--- config.mk ---
export PLATFORM = sky130hd
export DESIGN_NAME = multiple_sieve_seq
export DESIGN_NICKNAME = d
export VERILOG_FILES = /design/src/rtl/sieve_pkg.sv /design/src/rtl/multiple_sieve_seq_mod_counter.sv /design/src/rtl/multiple_sieve_seq.sv
export SDC_FILE = /design/constraint.sdc
export NUM_CORES = 1
export LEC_CHECK = 0
export BUFFER_PORTS_ARGS = -buffer_cell sky130_fd_sc_hd__buf_2
export CORE_ASPECT_RATIO = 0.8
export CORE_MARGIN = 2
export CORE_UTILIZATION = 50
export DETAILED_ROUTE_END_ITERATION = 8
export GPL_ROUTABILITY_DRIVEN = 1
export PLACE_DENSITY = 0.83
export SLEW_MARGIN = 20
export SYNTH_ARGS = -nofsm -noshare
export SYNTH_HDL_FRONTEND = slang
export SYNTH_SLANG_ARGS = --single-unit
--- constraint.sdc ---
create_clock -name clk -period 2.41 [get_ports clk]
set_input_delay 0.3615 -clock clk [delete_from_list [all_inputs] [get_ports clk]]
set_output_delay 0.3615 -clock clk [all_outputs]
set_load 0.05 [all_outputs]
--- src/rtl/sieve_pkg.sv ---
// Shared types and helpers for the multiple-sieve datapath.
package sieve_pkg;

    typedef enum logic [1:0] {
        IDLE = 2'd0,
        RUN  = 2'd1,
        DONE = 2'd2
    } state_t;

    // Smallest divisor the sieve can select; mask bit k maps to divisor k+MIN_DIV.
    localparam int MIN_DIV = 2;

    // Bits needed to hold a residue 0..d-1.
    function automatic int res_w(input int d);
        return $clog2(d);
    endfunction

endpackage

--- src/rtl/multiple_sieve_seq_mod_counter.sv ---
// Wrapping residue counter: tracks n mod D without a divider.
module mod_counter
    import sieve_pkg::*;
#(
    parameter int D = 2
) (
    input  logic clk,
    input  logic rst_n,
    input  logic clr,
    input  logic inc,
    output logic zero
);

    localparam int W = res_w(D);
    localparam logic [W-1:0] LAST = W'(D - 1);
    localparam logic [W-1:0] ONE  = W'(1);

    logic [W-1:0] r;

    // Residue follows n: cleared at run start, advanced with each accepted beat.
    always_ff @(posedge clk or negedge rst_n) begin
        if (!rst_n) begin
            r <= '0;
        end else if (clr) begin
            r <= '0;
        end else if (inc) begin
            r <= (r == LAST) ? '0 : r + ONE;
        end
    end

    assign zero = (r == '0);

endmodule

--- src/rtl/multiple_sieve_seq.sv ---
// Sequential multiple-finder: streams n = 0..limit with a hit flag, builds a bitmap and hit count.
module multiple_sieve_seq
    import sieve_pkg::*;
#(
    parameter int N_W     = 5,
    parameter int MAX_DIV = 9
) (
    input  logic                 clk,
    input  logic                 rst_n,
    input  logic                 start,
    input  logic [N_W-1:0]       limit,
    input  logic [MAX_DIV-2:0]   div_mask,
    output logic                 busy,
    output logic                 out_valid,
    input  logic                 out_ready,
    output logic [N_W-1:0]       out_num,
    output logic                 out_hit,
    output logic                 out_last,
    output logic [2**N_W-1:0]    bitmap,
    output logic [N_W:0]         hit_count,
    output logic                 done
);

    localparam int NDIV = MAX_DIV - MIN_DIV + 1;
    localparam logic [N_W-1:0] N_ONE = N_W'(1);

    state_t               state, state_next;
    logic [N_W-1:0]       n_reg;
    logic [N_W-1:0]       limit_reg;
    logic [MAX_DIV-2:0]   mask_reg;
    logic [NDIV-1:0]      zeros;
    logic                 start_acc;
    logic                 xfer;
    logic                 hit_raw;
    logic                 last_raw;

    // One residue counter per selectable divisor.
    for (genvar k = 0; k < NDIV; k++) begin : g_div
        mod_counter #(.D(k + MIN_DIV)) u_cnt (
            .clk   (clk),
            .rst_n (rst_n),
            .clr   (start_acc),
            .inc   (xfer),
            .zero  (zeros[k])
        );
    end

    assign hit_raw  = |(mask_reg & zeros);
    assign last_raw = (n_reg == limit_reg);

    // State register.
    always_ff @(posedge clk or negedge rst_n) begin
        if (!rst_n) begin
            state <= IDLE;
        end else begin
            state <= state_next;
        end
    end

    // Next-state and control decode; hit/last are masked outside RUN so idle outputs read 0.
    always_comb begin
        state_next = state;
        start_acc  = 1'b0;
        xfer       = 1'b0;
        busy       = 1'b0;
        out_valid  = 1'b0;
        out_hit    = 1'b0;
        out_last   = 1'b0;
        done       = 1'b0;
        unique case (state)
            IDLE: begin
                if (start) begin
                    start_acc  = 1'b1;
                    state_next = RUN;
                end
            end
            RUN: begin
                busy      = 1'b1;
                out_valid = 1'b1;
                out_hit   = hit_raw;
                out_last  = last_raw;
                xfer      = out_ready;
                if (out_ready && last_raw) begin
                    state_next = DONE;
                end
            end
            DONE: begin
                done       = 1'b1;
                state_next = IDLE;
            end
            default: begin
                state_next = IDLE;
            end
        endcase
    end

    // Run datapath: latch operands on start, then record each accepted beat and step n up to the limit.
    always_ff @(posedge clk or negedge rst_n) begin
        if (!rst_n) begin
            n_reg     <= '0;
            limit_reg <= '0;
            mask_reg  <= '0;
            bitmap    <= '0;
            hit_count <= '0;
        end else if (start_acc) begin
            n_reg     <= '0;
            limit_reg <= limit;
            mask_reg  <= div_mask;
            bitmap    <= '0;
            hit_count <= '0;
        end else if (xfer) begin
            bitmap[n_reg] <= hit_raw;
            hit_count     <= hit_count + {{N_W{1'b0}}, hit_raw};
            if (!last_raw) begin
                n_reg <= n_reg + N_ONE;
            end
        end
    end

    assign out_num = n_reg;

endmodule

---- Word-level counts from Yosys, hierarchy flattened ----
Index checks and enable logic that the tools add are counted.
cells by class
  bitwise gates (word level) .............. 2
  $add $sub $neg .......................... 10
  reduce and logical (&&, ||, !) cells .... 14
  muxes and demuxes ....................... 44
  shift-type cells ........................ 0
  div/mod/pow operators ................... 0
  eq/ne operators ......................... 13
  order comparisons ....................... 2
  $mul .................................... 0
operators by type and width
  cell                   count
  $mux W32               2
  $mux W3                12
  $bwmux W32             1
  $mux W2                8
  $mux W5                3
  $add A3 B1 Y3 const B  4
  $eq A3 B3 Y1 const B   4
  $logic_not A3 Y1       4
  $mux W4                3
  $mux W6                2
  $mux W1                11
  $and A8 B8 Y8          1
  $reduce_or A8 Y1       1
  $add A6 B1 Y6          1
  $eq A2 B2 Y1 const B   3
  $logic_not A2 Y1       3
  $lt A5 B6 Y1 const B   1
  $add A5 B1 Y5 const B  1
  $demux W1 S5           1
  $eq A5 B5 Y1           1
  $ge A5 B1 Y1 const B   1
  $add A2 B1 Y2 const B  2
  $add A4 B1 Y4 const B  1
  $eq A4 B4 Y1 const B   1
  other kinds (10)       13
word-level totals
  bits of input ports ..................... 17
  logic and storage cells ................. 99
  ROM bits ................................ 0
  flip-flop bits (word level) ............. 79
  latch bits .............................. 0
  memories kept ........................... 0
  memory bits (writable) .................. 0

---- Logic depth before layout (Yosys ltp) ----
Gate-level depths: netlist of the first run.
  word-level depth ........................ 7
  depth in mapped cells ................... 12
  depth with buffers taken out ............ 10

---- By module ----
Synthesis of the first run repeated with hierarchy kept, for this count alone.
unflattened totals
  cell total of the unflattened synthesis .. 410
  area total of the unflattened synthesis .. 4045.1 sq um
modules (own cells, without submodules)
  module                         area an instance (sq um)  cells an instance  times used  sequential area each (sq um)
  multiple_sieve_seq             2911.5                    301                1           1451.4
  mod_counter at g_div[7].u_cnt  241.5                     25                 1           100.1
  mod_counter at g_div[3].u_cnt  176.4                     18                 1           75.1
  mod_counter at g_div[6].u_cnt  176.4                     16                 1           75.1
  mod_counter at g_div[4].u_cnt  142.6                     12                 1           75.1
  mod_counter at g_div[5].u_cnt  142.6                     15                 1           75.1
  mod_counter at g_div[2].u_cnt  113.9                     10                 1           50.0
  mod_counter at g_div[1].u_cnt  98.8                      9                  1           50.0
  mod_counter at g_div[0].u_cnt  41.3                      4                  1           25.0

---- Least setup slack after synthesis of the first run ----
OpenSTA, ideal clock, no wires.
  kind .................................... register to output
  start ................................... register n_reg[0], in the netlist out_num[0]
  end ..................................... output out_last
  arrival ................................. 2067 ps
  cell stages (with the launch flop) ...... 5
  required time ........................... 2049 ps
  setup slack ............................. -18 ps
  cell sequence ........................... dfrtp_1 xnor2_1 nand3_1 or2_2 nor2_1
on the way
  word-level cells in the longest chain between the ends .. 2
RTL lines
  element                 RTL line                   source
  start, declared         multiple_sieve_seq.sv:28   logic [N_W-1:0] n_reg;
  start signal, assigned  multiple_sieve_seq.sv:115  n_reg <= n_reg + N_ONE;
  $eq A5 B5 Y1            multiple_sieve_seq.sv:49   assign last_raw = (n_reg == limit_reg);
  $mux W1                 multiple_sieve_seq.sv:70   unique case (state)
  end, declared           multiple_sieve_seq.sv:18   output logic out_last,
No other way between the ends.

---- Worst setup path in the final report of the first run ----
Ends and elaborated chain as after synthesis.

==> qor.yml, run 1 <==
outcome:
  run_status: "complete, no violations"
finish:
  n_antenna_cell: 0
  largest_register_ffs: 32
  drive_gt1_share_pct: 23.1
  num-fill-cells: 643
  area_delta_synth_final_pct: 15.7
  stdcell_count: 542
  nNetsFinal: 464
timing:
  drv_slew: 0
  worst_pin_slew_ns: 0.598
  finalWorstSetupSlack_ns: 0.130
  relSlewSlack_pct: 60.1
  final_hold_viol_count: 0
  final.setup.tns_ns: 0
  finalSetupViolCount: 0
  rsz0062_at_grt: "false"
  fin_crit_ns: 2.28
  finalCritPeriodShare_pct: 94.6
  fmax_mhz: 439
  clock_skew_ns: 0.0114
  hold_slack_ns: 0.205
setup_path:
  worstSetupStartpointType: "flop"
  required_ns: 2.05
  end_kind: "output port"
  cpPeakStageDelay_ns: 0.47
  worstPathCellList: "xnor2_1 -> nand3_2 -> or2_2 -> nor2_2 -> buf_2"
  critPathMaxFanout: 8
  arrival_ns: 1.92
  crit_buf_inv: 1
  worstSetupPathType: "flop to output port"
  cp_slowest_cell: "dfrtp_1"
  crit_family: "simple AND/OR/NAND/NOR gates"
synthesis:
  ys_types: 52
  synth.net_count: 409
  synthArstFlopShare_pct: 100
  ys.flop_type: "dfrtp_1"
  ys_ff_latch: 79
  synth_edf_count: 0
  synth_area_mm2: 0.00385
  syn_inst: 377
  ys_seq_area_share_pct: 51.3
  synth-warning-count: 0
  avgSynthCellArea_um2: 10.2
clock_network:
  worstSkewPairLatency_ns: 0.35
  cts_tree: "yes"
  post-cts-setup-buffer-count: 0
  cts_sinks: 79
  ctsRootBufferMaster: "clkbuf_8"
  cts_max_level: 3
  cts_buffers: 9
  clk_pin_slew_worst_paths_ns: 0.07
  clk_path_buf_depth: 2
routing:
  avgViaCountPerCell: 5.71
  drc_errors: 0
  drtPass1Iterations: 5
  totalWireLength_um: 8710
  ant_nets: 0
  vias: 3095
  routedWlPerCell_um: 16.1
  drt_iter0_markers: 185
min_path:
  hold_path_class: "input pin to flop"
place:
  dpl.cell_count: 525
  routabilityCongestion: 0.794
  hpwl_um: 5760
  dp_slack_ns: 0.381
  port_buffers: 64
power_and_ir_drop:
  p_clk_share_pct: 19.2
  pwr-share-seq_pct: 36.2
  netSwitchingFraction_pct: 45.1
  ir_drop_uv: 1080
  switching_power_mw: 2.54
  power-per-cell-area_mw_per_mm2: 1260
  leakage_nw: 2.18
  p_int_mw: 3.09
  pwr-share-comb_pct: 44.6
  p_total_mw: 5.64
job:
  drv_cap: 0
grt:
  grt_max_degree: 59
  first_global_vias: 2914
  grt_pass1_wl_um: 14200
  grtUsageTotal_pct: 21.8
  overflow: 0
  antenna_found_initial: 0
die:
  io_pins: 65
  row_count: 28
  floorplan.initialDensity_pct: 51.9
  die_h_um: 82.5
  fp.dieW_um: 102
  dieArea_mm2: 0.00843
  core-area_mm2: 0.00743
## cells by family after synthesis
logic type | synth area share [%]
simple gates | 15.9
compound gates | 18.5
flops | 51.3
buf+inv | 6.63
fa+ha+maj | 4.87
xor+xnor | 2.05
mux | 0.812
## power by group through the flow
stage / sequential (mW) / combinational, mW / clock, mW
after floorplan: 2.37 / 1.66 / 0
after global placement: 2.03 / 2.39 / 0
after detailed placement: 2.06 / 2.48 / 0
after CTS: 2.04 / 2.50 / 1.11
after global routing: 2.09 / 2.75 / 1.15
final: 2.04 / 2.51 / 1.08
## per-layer routing
| metal | global-route usage, % | share of wire (%) | vias up |
|---|---|---|---|
| met5 | 0 | 0 | - |
| met4 | 7.33 | 0.90 | 0 |
| met3 | 5.22 | 6.1 | 7 |
| met2 | 34.9 | 49 | 109 |
| met1 | 29.5 | 44 | 1523 |
| li1 | - | - | 1456 |
## worst min-delay path, cell delays in order
cell and delay, ns:
buf_2 0.07, nand2_1 0.04, nand2_1 0.04
## cells in the final DEF, fill, tap and decap left out, types with 3 or more instances in the layout
master,count
inv_1,16
nor3_1,6
buf_2,62
and3_1,5
nor3b_2,3
o21ai_0,12
buf_4,9
and2_1,3
nor2_1,15
nand3b_1,3
xnor2_1,5
xor2_1,4
a31oi_1,3
a311oi_1,32
ha_1,15
a21oi_1,40
dfrtp_1,79
clkbuf_8,10
a22o_1,6
nand2_1,64
## synthesized netlist by cell type, types with 3 or more instances
library cell | n | area [um^2]
buf_6 | 5 | 56.3
nand3b_1 | 3 | 22.5
xnor2_1 | 5 | 43.8
clkbuf_1 | 7 | 26.3
nor2_1 | 16 | 60.1
a21oi_1 | 40 | 200
a22o_1 | 6 | 52.6
buf_4 | 4 | 30.0
a31oi_1 | 3 | 18.8
and3_1 | 5 | 31.3
a311oi_1 | 32 | 280
and2_1 | 3 | 18.8
xor2_1 | 4 | 35.0
nand2_1 | 64 | 240
nor3_1 | 6 | 30.0
dfrtp_1 | 79 | 1980
inv_1 | 16 | 60.1
buf_2 | 10 | 50.1
o21ai_0 | 12 | 60.1
ha_1 | 15 | 188
## area by class of cell
type                    count  area, um^2  share of cell area [%]
clock inverters             5        78.8                    1.77
flip-flops and latches     79        1980                    44.4
clock buffers              11         141                    3.17
repair buffers             75         435                    9.77
inverters                  16        60.1                    1.35
well taps                 105         131                    2.95
multi-input cells         251        1630                    36.6
## final timing paths
| kind | cells past startpoint | endpoint | slack [ns] | startpoint |
|---|---|---|---|---|
| min in group asynchronous | 2 | mask_reg[6] | 0.54 | rst_n |
| hold reg to reg | 2 | mask_reg[3] | 0.49 | mask_reg[3] |
| max in group asynchronous | 3 | g_div[5].u_cnt.r[2] | 1.28 | rst_n |
| hold / removal | 3 | limit_reg[1] | 0.21 | limit[1] |
| setup reg to reg | 10 | hit_count[5] | 0.37 | g_div[2].u_cnt.r[0] |
| setup / recovery | 5 | out_last | 0.13 | out_num[0] |
## per-stage QoR
step	utilization, %	cell area (um^2)
finish	60.0	4460
global route	60.0	4460
CTS	59.9	4450
detailed placement	56.8	4220
global placement	56.8	4220
floorplan	-	3850
## what timing repair did
item | CTS | global route
hold buffers | 1 | 0
gates resized for setup | 0 | 2
setup endpoints to repair | 0 | 2
endpoints found under the hold margin | 3 | 0
Note: power is estimated with default switching activity, not from simulation.
==> inputs of run 2 (changes only) <==
--- a/config.mk
+++ b/config.mk
@@ -12,6 +12,7 @@
 export DETAILED_ROUTE_END_ITERATION = 8
 export GPL_ROUTABILITY_DRIVEN = 1
 export PLACE_DENSITY = 0.83
+export RECOVER_POWER = 25
 export SLEW_MARGIN = 20
 export SYNTH_ARGS = -nofsm -noshare
 export SYNTH_HDL_FRONTEND = slang
==> qor.yml, run 2 (same netlist as run 1, synthesis figures left out) <==
power_and_ir_drop:
  p_clk_share_pct: 19.2
  pwr-share-seq_pct: 36.2
  power-per-cell-area_mw_per_mm2: 1270
  netSwitchingFraction_pct: 45.2
  switching_power_mw: 2.54
  pwr-share-comb_pct: 44.6
  p_int_mw: 3.09
  ir_drop_uv: 1080
  leakage_nw: 2.18
outcome:
  run_status: "complete, no violations"
setup_path:
  worstSetupStartpointType: "flop"
  r2r_end: "hit_count[5]"
  reg2reg_setup_slack_ns: 0.37
  end_kind: "output port"
  critPathMaxFanout: 8
  required_ns: 2.05
  cp_slowest_cell: "dfrtp_1"
  worstRegToRegCells: 10
  worstSetupPathType: "flop to output port"
  arrival_ns: 1.91
  r2r-start: "g_div[2].u_cnt.r[0]"
  cpPeakStageDelay_ns: 0.46
  worstPathCellList: "xnor2_1 -> nand3_2 -> or2_2 -> nor2_2 -> buf_2"
clock_network:
  post-cts-setup-buffer-count: 0
  cts_tree: "yes"
  cts_sinks: 79
  worstSkewPairLatency_ns: 0.35
  clk_pin_slew_worst_paths_ns: 0.07
  cts_buffers: 9
  cts_max_level: 3
  ctsRootBufferMaster: "clkbuf_8"
  clk_path_buf_depth: 2
die:
  row_count: 28
  floorplan.initialDensity_pct: 51.9
  fp.dieW_um: 102
  core-area_mm2: 0.00743
  die_h_um: 82.5
  dieArea_mm2: 0.00843
  io_pins: 65
timing:
  rsz0062_at_grt: "false"
  final_hold_viol_count: 0
  fmax_mhz: 439
  finalWorstSetupSlack_ns: 0.134
  hold_slack_ns: 0.203
  drv_slew: 0
  worst_pin_slew_ns: 0.997
  finalSetupViolCount: 0
  relSlewSlack_pct: 33.5
  finalCritPeriodShare_pct: 94.5
  clock_skew_ns: 0.0117
  fin_crit_ns: 2.28
  final.setup.tns_ns: 0
finish:
  drive_gt1_share_pct: 23.1
  area_delta_synth_final_pct: 15.3
  n_antenna_cell: 0
  num-fill-cells: 646
  nNetsFinal: 464
  layout_common_cells: "dfrtp_1, nand2_1, buf_2"
  layout_commonest_cell: "dfrtp_1"
  largest_register_ffs: 32
min_path:
  hold-path-cell-count: 3
  min_to: "limit_reg[1]"
  min-delay-start: "limit[1]"
  hold_path_class: "input pin to flop"
routing:
  drt_iter0_markers: 187
  ant_nets: 0
  drtPass1Iterations: 4
  totalWireLength_um: 8690
  drc_errors: 0
  vias: 3074
  routedWlPerCell_um: 16.0
  avgViaCountPerCell: 5.67
place:
  hpwl_um: 5760
  dp_slack_ns: 0.381
  port_buffers: 64
  routabilityCongestion: 0.794
job:
  drv_cap: 0
grt:
  overflow: 0
  grt_pass1_wl_um: 14200
  first_global_vias: 2914
  grt_max_degree: 59
  grtUsageTotal_pct: 21.8
  antenna_found_initial: 0
-- run 2: changes by cell type in the layout (fill, tap and decap cells not counted) --
| cell | before | now |
|---|---|---|
| buf_12 | 2 | 1 |
| buf_4 | 9 | 8 |
| clkbuf_2 | 0 | 1 |
| clkbuf_4 | 1 | 2 |
-- run 2: worst max path at each step --
stage / startpoint / end / cells after the start
after CTS: out_num[0] / out_last / 5
after global placement: g_div[2].u_cnt.r[0] / hit_count[4] / 10
after detailed placement: g_div[2].u_cnt.r[0] / hit_count[4] / 10
after floorplan: out_num[0] / out_last / 4
after global routing: g_div[4].u_cnt.r[0] / out_hit / 5
final: out_num[0] / out_last / 5
-- run 2: layout make-up --
type	instances	area, um^2	area share, %
sequential	79	1980	44.5
inverter	16	60.1	1.35
clock inverter	5	78.8	1.77
clock buffer	11	141	3.18
tap	105	131	2.96
multi-input combinational	251	1630	36.8
timing repair buffer	75	420	9.46
-- run 2: critical path, delay by kind of cell (launching register included) --
kind,cells,cell delay (ns)
XOR/XNOR,1,0.23
AND/OR/NAND/NOR,3,0.61
flip-flops,1,0.46
buffers and inverters,1,0.26
-- run 2: repair_timing --
action / in CTS / in global routing
endpoints found under the hold margin: 3 / 0
hold buffers: 1 / 0
resized for setup: 0 / 2
endpoints found under the setup margin: 0 / 2
-- run 2: routing by layer --
metal  part of all wire (%)  track usage, %  wire (um)
met1                     44            29.5       3840
met2                     49            34.9       4270
met3                    5.7            5.22        498
met4                   0.87            7.33         76
met5                      0               0          0
-- run 2: power by group through the flow --
| stage | clock [mW] | sequential (mW) | combinational (mW) |
|---|---|---|---|
| floorplan | 0 | 2.37 | 1.66 |
| global placement | 0 | 2.03 | 2.39 |
| detailed placement | 0 | 2.06 | 2.48 |
| CTS | 1.11 | 2.04 | 2.50 |
| global route | 1.15 | 2.09 | 2.75 |
| finish | 1.08 | 2.04 | 2.51 |
-- run 2: per-stage QoR --
step	instances	area [um^2]	utilization, %	total power [mW]
floorplan	377	3850	-	4.03
global placement	525	4220	56.8	4.43
detailed placement	525	4220	56.8	4.54
CTS	542	4450	59.9	5.65
global route	542	4440	59.8	6.00
finish	542	4440	59.8	5.64
==> inputs of run 3 (changes only) <==
--- a/config.mk
+++ b/config.mk
@@ -8,12 +8,13 @@
 export BUFFER_PORTS_ARGS = -buffer_cell sky130_fd_sc_hd__buf_2
 export CORE_ASPECT_RATIO = 0.8
 export CORE_MARGIN = 2
-export CORE_UTILIZATION = 50
+export CORE_UTILIZATION = 41
 export DETAILED_ROUTE_END_ITERATION = 8
 export GPL_ROUTABILITY_DRIVEN = 1
-export PLACE_DENSITY = 0.83
+export PLACE_DENSITY = 0.72
 export RECOVER_POWER = 25
 export SLEW_MARGIN = 20
 export SYNTH_ARGS = -nofsm -noshare
 export SYNTH_HDL_FRONTEND = slang
+export SYNTH_HIERARCHICAL = 1
 export SYNTH_SLANG_ARGS = --single-unit
==> constraint.sdc (replaced) <==
create_clock -name clk -period 2.27 [get_ports clk]
set_input_delay 0.3405 -clock clk [delete_from_list [all_inputs] [get_ports clk]]
set_output_delay 0.3405 -clock clk [all_outputs]
set_load 0.05 [all_outputs]
==> qor.yml, run 3 <==
outcome:
  run_status: "finished with violations"
  violations: "setup timing"
synthesis:
  ys_ff_latch: 79
  yosys-top-cells-count: "dfrtp_1, nand2_1, nor2_1"
  ys_types: 52
  synthArstFlopShare_pct: 100
  syn_inst: 410
  yosysMostFrequentCell: "dfrtp_1"
  synth_edf_count: 0
  synth_area_mm2: 0.00405
  synth_top_cell_area_share_pct: 48.9
  ys.flop_type: "dfrtp_1"
  avgSynthCellArea_um2: 9.87
  synth-warning-count: 6
  synth_area_leader_cell: "dfrtp_1"
  synth.net_count: 442
  ys_seq_area_share_pct: 48.9
  synth_area_leaders: "dfrtp_1, mux2i_1, nand2_1"
routing:
  vias: 3257
  routedWlPerCell_um: 16.0
  ant_nets: 0
  drt_iter0_markers: 177
  drc_errors: 0
  drtPass1Iterations: 4
  avgViaCountPerCell: 5.32
  totalWireLength_um: 9790
place:
  post_dp_cell_area_mm2: 0.00452
  hpwl_um: 6170
  port_buffers: 64
  routabilityCongestion: 0.791
  dp_slack_ns: 0.0646
grt:
  overflow: 0
  grt_pass1_wl_um: 16300
  first_global_vias: 3254
  grt_max_degree: 75
  antenna_found_initial: 0
  grtUsageTotal_pct: 19.7
setup_path:
  critPathMaxFanout: 3
  r2r_end: "hit_count[4]"
  end_kind: "output port"
  reg2reg_setup_slack_ns: 0.12
  arrival_ns: 1.94
  worstSetupPathType: "flop to output port"
  required_ns: 1.93
  worstRegToRegCells: 11
  r2r-start: "g_div[3].u_cnt/r[0]"
  worstSetupStartpointType: "flop"
job:
  drv_cap: 0
min_path:
  min_to: "mask_reg[4]"
  hold_path_class: "input pin to flop"
  hold-path-cell-count: 3
  min-delay-start: "div_mask[4]"
die:
  fp.dieW_um: 115
  core-area_mm2: 0.00961
  floorplan.initialDensity_pct: 42.1
  row_count: 32
  dieArea_mm2: 0.0107
  die_h_um: 92.8
  io_pins: 65
timing:
  fmax_mhz: 439
  final_hold_viol_count: 0
  finalCritPeriodShare_pct: 100
  clock_skew_ns: 0.00743
  fin_crit_ns: 2.28
  rsz0062_at_grt: "true"
  finalWorstSetupSlack_ns: -0.00812
  hold_slack_ns: 0.187
  worst_pin_slew_ns: 0.900
  finalSetupViolCount: 1
  relSlewSlack_pct: 40.0
  drv_slew: 0
clock_network:
  cts_tree: "yes"
  ctsRootBufferMaster: "clkbuf_16"
  cts_max_level: 3
  clk_path_buf_depth: 2
  cts_buffers: 9
  cts_sinks: 79
  clk_pin_slew_worst_paths_ns: 0.06
  worstSkewPairLatency_ns: 0.34
finish:
  drive_gt1_share_pct: 27.2
  layout_commonest_cell: "dfrtp_1"
  post-route-cell-area_mm2: 0.00502
  nNetsFinal: 520
  largest_register_ffs: 32
  finalCoreUtilization_pct: 52.2
  layout_common_cells: "dfrtp_1, buf_2, nand2_1"
  n_antenna_cell: 0
  area_delta_synth_final_pct: 24.1
power_and_ir_drop:
  leakage_nw: 2.65
  ir_drop_uv: 534
  power-per-cell-area_mw_per_mm2: 1420
  p_total_mw: 7.13
## run 3: worst max-delay path by stage
stage | start | to | slack (ns) | cells after the start
4_1_cts | g_div[3].u_cnt/r[0] | out_hit | 0.004 | 8
6_report | g_div[3].u_cnt/r[0] | out_hit | -0.008 | 8
3_3_place_gp | g_div[7].u_cnt/r[0] | out_hit | 0.12 | 8
2_1_floorplan | g_div[7].u_cnt/r[0] | hit_count[4] | 0.14 | 11
5_1_grt | g_div[3].u_cnt/r[0] | out_hit | -0.09 | 8
3_5_place_dp | g_div[7].u_cnt/r[0] | out_hit | 0.06 | 8
## run 3: final cells by class
class	instances	area, um^2
Sequential cell	79	1980
Clock inverter	4	45.0
Inverter	14	52.6
Timing Repair Buffer	90	584
Fill cell	884	4590
Tap cell	119	149
Multi-Input combinational cell	294	1970
Clock buffer	12	246
## run 3: through the flow
step / cells / setup TNS, ns
final: 612 / -0.00812
after global routing: 612 / -0.0981
after CTS: 608 / 0
after detailed placement: 581 / 0
after global placement: 581 / 0
after floorplan: 410 / 0
## run 3: report_power, final
group | switching (mW) | total (mW) | internal (mW)
registers | 0.354 | 2.16 | 1.81
logic | 2.17 | 3.54 | 1.38
clock network | 0.546 | 1.42 | 0.876
total | 3.07 | 7.13 | 4.06
## run 3: kinds of logic (layout without fill, tap and decap cells)
logic type,count (synthesis),count (layout),synth area share (%)
AOI/OAI and AO/OA,42,42,7.67
muxes,34,34,8.41
buffers and inverters,37,120,4.24
xor gates and xnor gates,7,7,1.52
and+or+nand+nor,196,196,24.7
DFF,79,79,48.9
adders and majority gates,15,15,4.64
## run 3: per-layer routing
| layer | vias up | GRT usage, % | wire [um] |
|---|---|---|---|
| met5 | - | 0 | 0 |
| met4 | 0 | 6.73 | 180 |
| met3 | 14 | 5.76 | 601 |
| met2 | 90 | 30.8 | 4630 |
| met1 | 1597 | 26.2 | 4380 |
| li1 | 1556 | - | - |
## run 3: critical path: stages, from the launching register on
cell and delay (ns):
dfrtp_1 0.37, inv_2 0.05, ha_2 0.17, and2b_1 0.17
a22oi_2 0.18, nand4_1 0.20, buf_12 0.19, and2_4 0.13
buf_8 0.14
## run 3: what timing repair did
action	4_1_cts	5_1_grt
buffers inserted	9	5
endpoints found under the hold margin	33	0
hold buffers	1	0
pin swaps	5	6
gates cloned	1	0
endpoints found under the setup margin	1	6
resized for setup	17	2
